[src/rtl/alu_issue_unit.sv]
// Two-stage issue unit in front of an external 32-bit RISC-V ALU: decode into E, capture result in R.
// Optional overflow trap enabled by defining ALU_OVF_TRAP_EN (adds port out_ovf_trap).
module alu_issue_unit #(
  parameter int Width = 32
) (
  input  logic             clk,
  input  logic             reset,
  input  logic             in_valid,
  output logic             in_ready,
  input  logic [6:0]       in_opcode,
  input  logic [2:0]       in_funct3,
  input  logic             in_funct7b5,
  input  logic [Width-1:0] in_pc,
  input  logic [Width-1:0] in_rs1,
  input  logic [Width-1:0] in_rs2,
  input  logic [Width-1:0] in_imm,
  input  logic [4:0]       in_rd,
  input  logic             flush,
  output logic [3:0]       alu_ctrl,
  output logic [Width-1:0] alu_a,
  output logic [Width-1:0] alu_b,
  input  logic [Width-1:0] alu_y,
  input  logic             alu_zero,
  input  logic             alu_carry,
  input  logic             alu_overflow,
  output logic             out_valid,
  input  logic             out_ready,
  output logic [Width-1:0] out_result,
  output logic [4:0]       out_rd,
  output logic             out_we,
  output logic             out_mem,
  output logic             out_br_taken,
  output logic [Width-1:0] out_br_target,
`ifdef ALU_OVF_TRAP_EN
  output logic             out_ovf_trap,
`endif
  output logic             out_illegal
);

  localparam logic [3:0] C_AND = 4'b0000, C_OR = 4'b0001, C_ADD = 4'b0010, C_SLL = 4'b0011,
                         C_SLT = 4'b0100, C_SLTU = 4'b0101, C_SUB = 4'b0110, C_XOR = 4'b0111,
                         C_SRL = 4'b1000, C_SRA = 4'b1010;

  logic [3:0]       dec_ctrl;
  logic [Width-1:0] dec_a, dec_b;
  logic             dec_we, dec_mem, dec_br, dec_ill, dec_ovf;

  logic             e_valid, r_valid;
  logic [3:0]       e_ctrl;
  logic [Width-1:0] e_a, e_b, e_pc4, e_target;
  logic [4:0]       e_rd;
  logic             e_we, e_mem, e_br, e_br_lt, e_br_inv, e_ill;
  logic             e_advance, accept, br_cond, taken;

  // Shared funct3 -> ALU op table for R and I formats; funct7b5 only matters for SUB/SRA.
  function automatic logic [3:0] arith_ctrl(input logic [2:0] f3, input logic alt);
    case (f3)
      3'b000:  arith_ctrl = alt ? C_SUB : C_ADD;
      3'b001:  arith_ctrl = C_SLL;
      3'b010:  arith_ctrl = C_SLT;
      3'b011:  arith_ctrl = C_SLTU;
      3'b100:  arith_ctrl = C_XOR;
      3'b101:  arith_ctrl = alt ? C_SRA : C_SRL;
      3'b110:  arith_ctrl = C_OR;
      default: arith_ctrl = C_AND;
    endcase
  endfunction

  always_comb begin
    dec_ctrl = C_ADD;
    dec_a    = in_rs1;
    dec_b    = in_rs2;
    dec_we   = 1'b0;
    dec_mem  = 1'b0;
    dec_br   = 1'b0;
    dec_ill  = 1'b0;
    dec_ovf  = 1'b0;
    case (in_opcode)
      7'b0110011: begin
        dec_we   = 1'b1;
        dec_ctrl = arith_ctrl(in_funct3, in_funct7b5);
        dec_ovf  = (in_funct3 == 3'b000);
        if (in_funct3 == 3'b001 || in_funct3 == 3'b101)
          dec_b = {{(Width-5){1'b0}}, in_rs2[4:0]};
        if (in_funct7b5 && in_funct3 != 3'b000 && in_funct3 != 3'b101)
          dec_ill = 1'b1;
      end
      7'b0010011: begin
        // imm[10] aliases funct7b5, so it only selects SRAI, never SUBI.
        dec_we   = 1'b1;
        dec_b    = in_imm;
        dec_ctrl = arith_ctrl(in_funct3, in_funct7b5 && in_funct3 == 3'b101);
        if (in_funct3 == 3'b001 || in_funct3 == 3'b101)
          dec_b = {{(Width-5){1'b0}}, in_imm[4:0]};
      end
      7'b0000011, 7'b0100011: begin
        dec_b   = in_imm;
        dec_mem = 1'b1;
      end
      7'b0110111: begin
        dec_a  = '0;
        dec_b  = in_imm;
        dec_we = 1'b1;
      end
      7'b0010111: begin
        dec_a  = in_pc;
        dec_b  = in_imm;
        dec_we = 1'b1;
      end
      7'b1100011: begin
        dec_br = 1'b1;
        case (in_funct3[2:1])
          2'b00:   dec_ctrl = C_SUB;
          2'b10:   dec_ctrl = C_SLT;
          2'b11:   dec_ctrl = C_SLTU;
          default: dec_ill  = 1'b1;
        endcase
      end
      default: dec_ill = 1'b1;
    endcase
    if (dec_ill) begin
      dec_ctrl = C_ADD;
      dec_we   = 1'b0;
      dec_mem  = 1'b0;
      dec_br   = 1'b0;
      dec_ovf  = 1'b0;
    end
  end

  assign e_advance = e_valid && (!r_valid || out_ready);
  assign in_ready  = !e_valid || e_advance;
  assign accept    = in_valid && in_ready;
  assign alu_ctrl  = e_ctrl;
  assign alu_a     = e_a;
  assign alu_b     = e_b;
  assign out_valid = r_valid;

  always_ff @(posedge clk or posedge reset) begin
    if (reset) begin
      e_valid <= 1'b0;  e_ctrl <= '0;     e_a <= '0;       e_b <= '0;
      e_pc4 <= '0;      e_target <= '0;   e_rd <= '0;      e_we <= 1'b0;
      e_mem <= 1'b0;    e_br <= 1'b0;     e_br_lt <= 1'b0; e_br_inv <= 1'b0;
      e_ill <= 1'b0;
    end else if (flush) begin
      e_valid <= 1'b0;
    end else if (accept) begin
      e_valid  <= 1'b1;
      e_ctrl   <= dec_ctrl;
      e_a      <= dec_a;
      e_b      <= dec_b;
      e_pc4    <= in_pc + Width'(4);
      e_target <= in_pc + in_imm;
      e_rd     <= in_rd;
      e_we     <= dec_we;
      e_mem    <= dec_mem;
      e_br     <= dec_br;
      e_br_lt  <= in_funct3[2];
      e_br_inv <= in_funct3[0];
      e_ill    <= dec_ill;
    end else if (e_advance) begin
      e_valid <= 1'b0;
    end
  end

  // Odd funct3 inverts the base condition (BNE/BGE/BGEU).
  assign br_cond = e_br_lt ? alu_y[0] : alu_zero;
  assign taken   = e_br && (br_cond ^ e_br_inv);

`ifdef ALU_OVF_TRAP_EN
  logic e_ovf, trap, unused_flags;
  assign trap         = e_ovf && alu_overflow;
  assign unused_flags = alu_carry;

  always_ff @(posedge clk or posedge reset) begin
    if (reset)                    e_ovf <= 1'b0;
    else if (!flush && accept)    e_ovf <= dec_ovf;
  end

  always_ff @(posedge clk or posedge reset) begin
    if (reset)                    out_ovf_trap <= 1'b0;
    else if (!flush && e_advance) out_ovf_trap <= trap;
  end
`else
  logic trap, unused_flags;
  assign trap         = 1'b0;
  assign unused_flags = ^{alu_carry, alu_overflow, dec_ovf};
`endif

  always_ff @(posedge clk or posedge reset) begin
    if (reset) begin
      r_valid <= 1'b0;      out_result <= '0;  out_rd <= '0;        out_we <= 1'b0;
      out_mem <= 1'b0;      out_br_taken <= 1'b0;  out_br_target <= '0;  out_illegal <= 1'b0;
    end else if (flush) begin
      r_valid <= 1'b0;
    end else if (e_advance) begin
      r_valid       <= 1'b1;
      out_result    <= e_br ? e_pc4 : alu_y;
      out_rd        <= e_rd;
      out_we        <= e_we && !trap;
      out_mem       <= e_mem;
      out_br_taken  <= taken;
      out_br_target <= e_target;
      out_illegal   <= e_ill;
    end else if (out_ready) begin
      r_valid <= 1'b0;
    end
  end

endmodule

[config.mk]
export PLATFORM = sky130hd
export DESIGN_NAME = alu_issue_unit
export DESIGN_NICKNAME = d
export VERILOG_FILES = /design/src/rtl/alu_issue_unit.sv
export SDC_FILE = /design/constraint.sdc
export NUM_CORES = 1
export LEC_CHECK = 0
export CORE_ASPECT_RATIO = 0.9
export CORE_MARGIN = 5
export CORE_UTILIZATION = 43
export CTS_CLUSTER_SIZE = 14
export DETAILED_ROUTE_END_ITERATION = 16
export PLACE_DENSITY = 0.81
export SYNTH_ARGS = -nofsm -noshare
export SYNTH_HDL_FRONTEND = slang
export SYNTH_SLANG_ARGS = --single-unit
[constraint.sdc]
create_clock -name clk -period 6.8 [get_ports clk]
set_input_delay 1.36 -clock clk [delete_from_list [all_inputs] [get_ports clk]]
set_output_delay 1.36 -clock clk [all_outputs]
set_load 0.02 [all_outputs]
# --- Yosys cells after proc, flatten, opt, wreduce, memory -nomap -nowiden ---
# Index checks and enable logic that the tools add are counted.
op_classes:
  n_bitwise: 2
  reduce_logical: 23
  n_eq_ne: 16
  muxes: 30
  add_sub_neg: 2
ops:
  columns: ["op", "n"]
  rows:
  - ["$mux 32", 3]
  - ["$pmux 32 s3", 1]
  - ["$pmux 32 s2", 1]
  - ["$pmux 4 s7", 2]
  - ["$add 32x3->32 const B", 1]
  - ["$add 32x32->32", 1]
  - ["$eq 7x6->1 const B", 3]
  - ["$mux 1", 15]
  - ["$eq 7x5->1 const B", 2]
  - ["$pmux 4 s3", 1]
  - ["$eq 3x3->1 const B", 3]
  - ["$pmux 3 s3", 1]
  - ["$reduce_bool 3->1", 3]
  - ["$reduce_or 4->1", 2]
  - ["$eq 7x2->1 const B", 1]
  - ["$eq 7x7->1 const B", 1]
  - ["$eq 3x2->1 const B", 2]
  - ["$logic_and 1x1->1", 6]
  - ["$mux 3", 2]
  - ["$reduce_or 5->1", 1]
  - ["$eq 2x2->1 const B", 2]
  - ["$mux 2", 2]
  - ["$mux 4", 1]
  - ["$reduce_and 2->1", 2]
  - ["other kinds (11)", 14]
word_totals:
  inputBits: 184
  regBits: 218
  output_inout_bits: 143

# --- Logic depth before layout (Yosys ltp) ---
logic_depth:
  word_depth: 7
  depth_mapped: 11
  mapped_depth_nobuf: 11

# --- Worst setup path after synthesis ---
# OpenSTA, ideal clock, no wires.
synth_timing:
  path_kind: "input -> register"
  start: "input in_pc[0]"
  end: "register e_target[28]"
  t_required_ns: 6.696
  setup_slack_ns: 2.764
  stages: 11
  path_buffers: 0
  setup_time_ns: 0.104
  arrival_ns: 3.932
  path_cell_list: "ha_1 -> fa_1 -> a21o_1 -> a221oi_1 -> o211ai_1 -> nor4_2 -> o31a_1 -> o21ai_1 -> a221oi_1 -> nand4b_1 -> o311ai_1"
synth_between:
  elab_chain_cells: 1
synth_rtl:
  columns: ["item", "line", "text"]
  rows:
  - ["start, declared", "13", "input logic [Width-1:0] in_pc,"]
  - ["$add 32x32->32", "152", "e_target <= in_pc + in_imm;"]
  - ["end signal, assigned", "152", null]
  - ["end, declared", "50", "logic [Width-1:0] e_a, e_b, e_pc4, e_target;"]
# No other way between the ends.
# A chain may end at the register's enable or synchronous reset.

# --- Final worst setup path ---
# Same ends and word-level chain as after synthesis.

==> impl_metrics.json <==
{
  "wirelength_um": 34700,
  "endpoint_kind": "register",
  "drc": 0,
  "cts-buffers-inserted": 25,
  "min_to": "e_rd[1]",
  "max_clock_freq_mhz": 216,
  "timing.clock.skew_ns": 0.0131,
  "areaGrowthSynthToFinish_pct": 39.6,
  "average_wire_length_per_cell_after_detail_routing_um": 19.2,
  "avgSynthCellArea_um2": 9.55,
  "syn_area_um2": 11100,
  "floorplan.die.height_um": 162,
  "timing.hold.worst_path_depth": 2,
  "row_count": 55,
  "power.density_nw_per_um2": 275,
  "clock_sink_count": 218,
  "placed_cell_area_um2": 14600,
  "maximum_number_of_pins_on_one_net_before_global_route_repair": 240,
  "synthDistinctLibCells": 57,
  "vdd_ir_drop_max_v": 0.000148,
  "r2r_depth": 5,
  "drv.max_cap_violation_count": 0,
  "mostFrequentLayoutCells": "sky130_fd_sc_hd__clkdlybuf4s50_1 (324), sky130_fd_sc_hd__dfrtp_1 (217), sky130_fd_sc_hd__nand2_1 (179), sky130_fd_sc_hd__nor2_1 (119), sky130_fd_sc_hd__a21oi_1 (96)",
  "total_vias_in_the_final_route": 9716,
  "worst-path-max-fanout": 4,
  "register_area_um2": 5460,
  "post_synthesis_cell_count": 1158,
  "mostFrequentLayoutCell": "sky130_fd_sc_hd__clkdlybuf4s50_1",
  "hold_viol": 0,
  "max_slew.worst_pin.slew_ns": 1.01,
  "num-nets-final": 1666,
  "ys_ff_latch": 218,
  "netlist.area_leader.share_pct": 49.3,
  "whs_ns": 0.475,
  "timing.max_slew.rel_slack_pct": 32.7,
  "fin_tns_setup_ns": 0,
  "synth_area_leader_cell": "sky130_fd_sc_hd__dfrtp_1",
  "clk-insertion-delay-late_ns": 0.52,
  "synth_fp_nets": 1375,
  "cts_hold_repair.buffers": 0,
  "critical-path-top-delay-family": "compound AO/OA/AOI/OAI gates",
  "postSynth.asyncResetShare_pct": 100,
  "post_route_cells_drive_above_1_share_pct": 7.37,
  "finish.instance_area_um2": 15400,
  "cts_post_setup_buffers_inserted": 0,
  "routed_via_density": 5.37,
  "fin_crit_sh_pct": 68.2,
  "reg2reg_slack_ns": 4.33,
  "placeableCoreArea_um2": 25300,
  "post_cts_resize_count": 0,
  "critical_path.cell_chain": "clkdlybuf4s50_1 > ha_1 > fa_1 > a21o_1 > a221oi_1 > o211ai_1 > nor4_2 > o31a_1 > o21ai_1 > a221oi_1 > nand4b_1 > o311ai_1",
  "finalWeightedCongestion": 0.887,
  "grt_pass1_vias": 9782,
  "floorplan.io_pins": 327,
  "initialDrtViolationCount": 762,
  "grt.total_usage_pct": 23.3,
  "hpwl_um": 25300,
  "cts.reportedPaths.clkPinSlew_ns": 0.06,
  "die_area_um2": 29000,
  "cts_tree": "yes",
  "critical_path.startpoint_type": "input pin",
  "drt_pre_antenna_iters": 5,
  "grt_first_pass_wirelength_um": 54000,
  "outcome": "finished clean",
  "crit_top_cell": "sky130_fd_sc_hd__a221oi_1",
  "cts_htree_levels": 1,
  "p_leak_uw": 0.00636,
  "power_uw": 4240,
  "clk_path_buf_depth": 3,
  "antenna_left": 0,
  "worst_hold_class": "register to register",
  "antenna_violations_before_repair": 1,
  "yosys_warnings": 0,
  "horizontal_die_dimension_um": 179,
  "sequential_fraction_of_the_synthesis_area_pct": 49.3,
  "grt_setup_unrepaired": "false",
  "synthFlopType": "sky130_fd_sc_hd__dfrtp_1",
  "buffer_ports.inserted": 324,
  "required_ns": 7.21,
  "critical_path.slowest_cell": "sky130_fd_sc_hd__a221oi_1",
  "filler_cell_count": 2103,
  "worst_hold_startpoint": "e_rd[1]",
  "slew_viol_final": 0,
  "multiInputGateArea_um2": 5310,
  "synth_edf_count": 0,
  "reg2reg_to": "out_br_target[17]",
  "netlist_top_cells_area": "sky130_fd_sc_hd__dfrtp_1 (49%), sky130_fd_sc_hd__nand2_1 (6.1%), sky130_fd_sc_hd__a21oi_1 (4.3%), sky130_fd_sc_hd__mux2_2 (4.1%), sky130_fd_sc_hd__nor2_1 (4.0%)",
  "clock_tree.root_cell": "sky130_fd_sc_hd__clkbuf_16",
  "crit_type": "input pin to register",
  "cp_slowest_stage_delay_ns": 0.62,
  "finalSetupViolCount": 0,
  "worstReg2RegStart": "out_valid",
  "start_util_pct": 43.8,
  "layout_min_cycle_time_ns": 4.64,
  "worstPathArrival_ns": 5.04,
  "globalRouteOverflowTotal": 0,
  "worstPathBufferInverterCount": 1
}
[registers in the layout, summed over array words and instances, names as in the netlist]
name           flops
e_pc4             32
e_target          32
out_we             1
out_illegal        1
out_br_target     32
e_mem              1
e_br_lt            1
e_we               1
e_ill              1
e_rd               5
e_br               1
out_mem            1
out_br_taken       1
e_valid            1
out_rd             5
alu_b             32
alu_a             32
out_result        32
out_valid          1
e_br_inv           1
alu_ctrl           4
[synthesized netlist by cell type (all sizes together), types with 10 or more instances]
library cell	instances
dfrtp	218
a221oi	29
mux2i	38
xor2	40
clkbuf	62
nor3b	32
xnor2	18
nand3	20
ha	32
nand4	10
nand2	179
o21ai	117
nor2	119
a21oi	97
mux2	40
inv	10
[kinds of logic after synthesis]
family	synth area share, %
AND/OR/NAND/NOR	16.1
buffers and inverters	2.76
flip-flops	49.3
AO/OA/AOI/OAI	15.9
multiplexers	7.52
XOR/XNOR	4.60
adder cells (fa/ha/maj)	3.80
[per-stage QoR]
stage	setup slack, ns	std cells	util, %
final	2.16	1809	61.1
after floorplan	2.60	1158	-
after global routing	1.91	1809	61.1
after global placement	1.68	1764	57.8
after CTS	2.18	1808	61.1
after detailed placement	1.66	1764	57.8
[power breakdown]
part,switching (uW),internal (uW)
combinational,625,581
clock,548,823
sequential,126,1530
[final cells by class]
type	count	area share, %
repair buffers	335	21.7
flip-flops and latches	218	35.4
clock inverters	15	1.13
diodes	1	0.0162
well taps	342	2.77
multi-input cells	859	34.4
inverters	10	0.268
clock buffers	29	4.35
[worst max-delay path by stage]
stage                        start            to  slack [ns]  depth (start not counted)
after floorplan              reset      alu_a[0]        2.60                          1
after global placement    in_pc[0]  e_target[28]        1.68                         12
after detailed placement  in_pc[0]  e_target[28]        1.66                         12
after CTS                 in_pc[0]  e_target[28]        2.18                         12
after global routing      in_pc[0]  e_target[28]        1.91                         12
final                     in_pc[0]  e_target[28]        2.16                         12
[metal layers]
metal  routed length, um  vias to the layer above  global-route usage [%]
met2               16300                      305                    37.6
met4                1120                        0                    7.25
met3                2060                       67                    4.17
met5                   0                        -                       0
met1               15200                     4691                    32.1
li1                    -                     4653                       -
[worst register-to-register path, stage by stage (launching register included)]
cell and delay (ns):
sky130_fd_sc_hd__dfrtp_1 0.37, sky130_fd_sc_hd__nor2b_1 0.17, sky130_fd_sc_hd__nor3b_2 0.16, sky130_fd_sc_hd__buf_4 0.53
sky130_fd_sc_hd__buf_4 0.70, sky130_fd_sc_hd__mux2_2 0.43
Power figures use the tool's default switching activity.
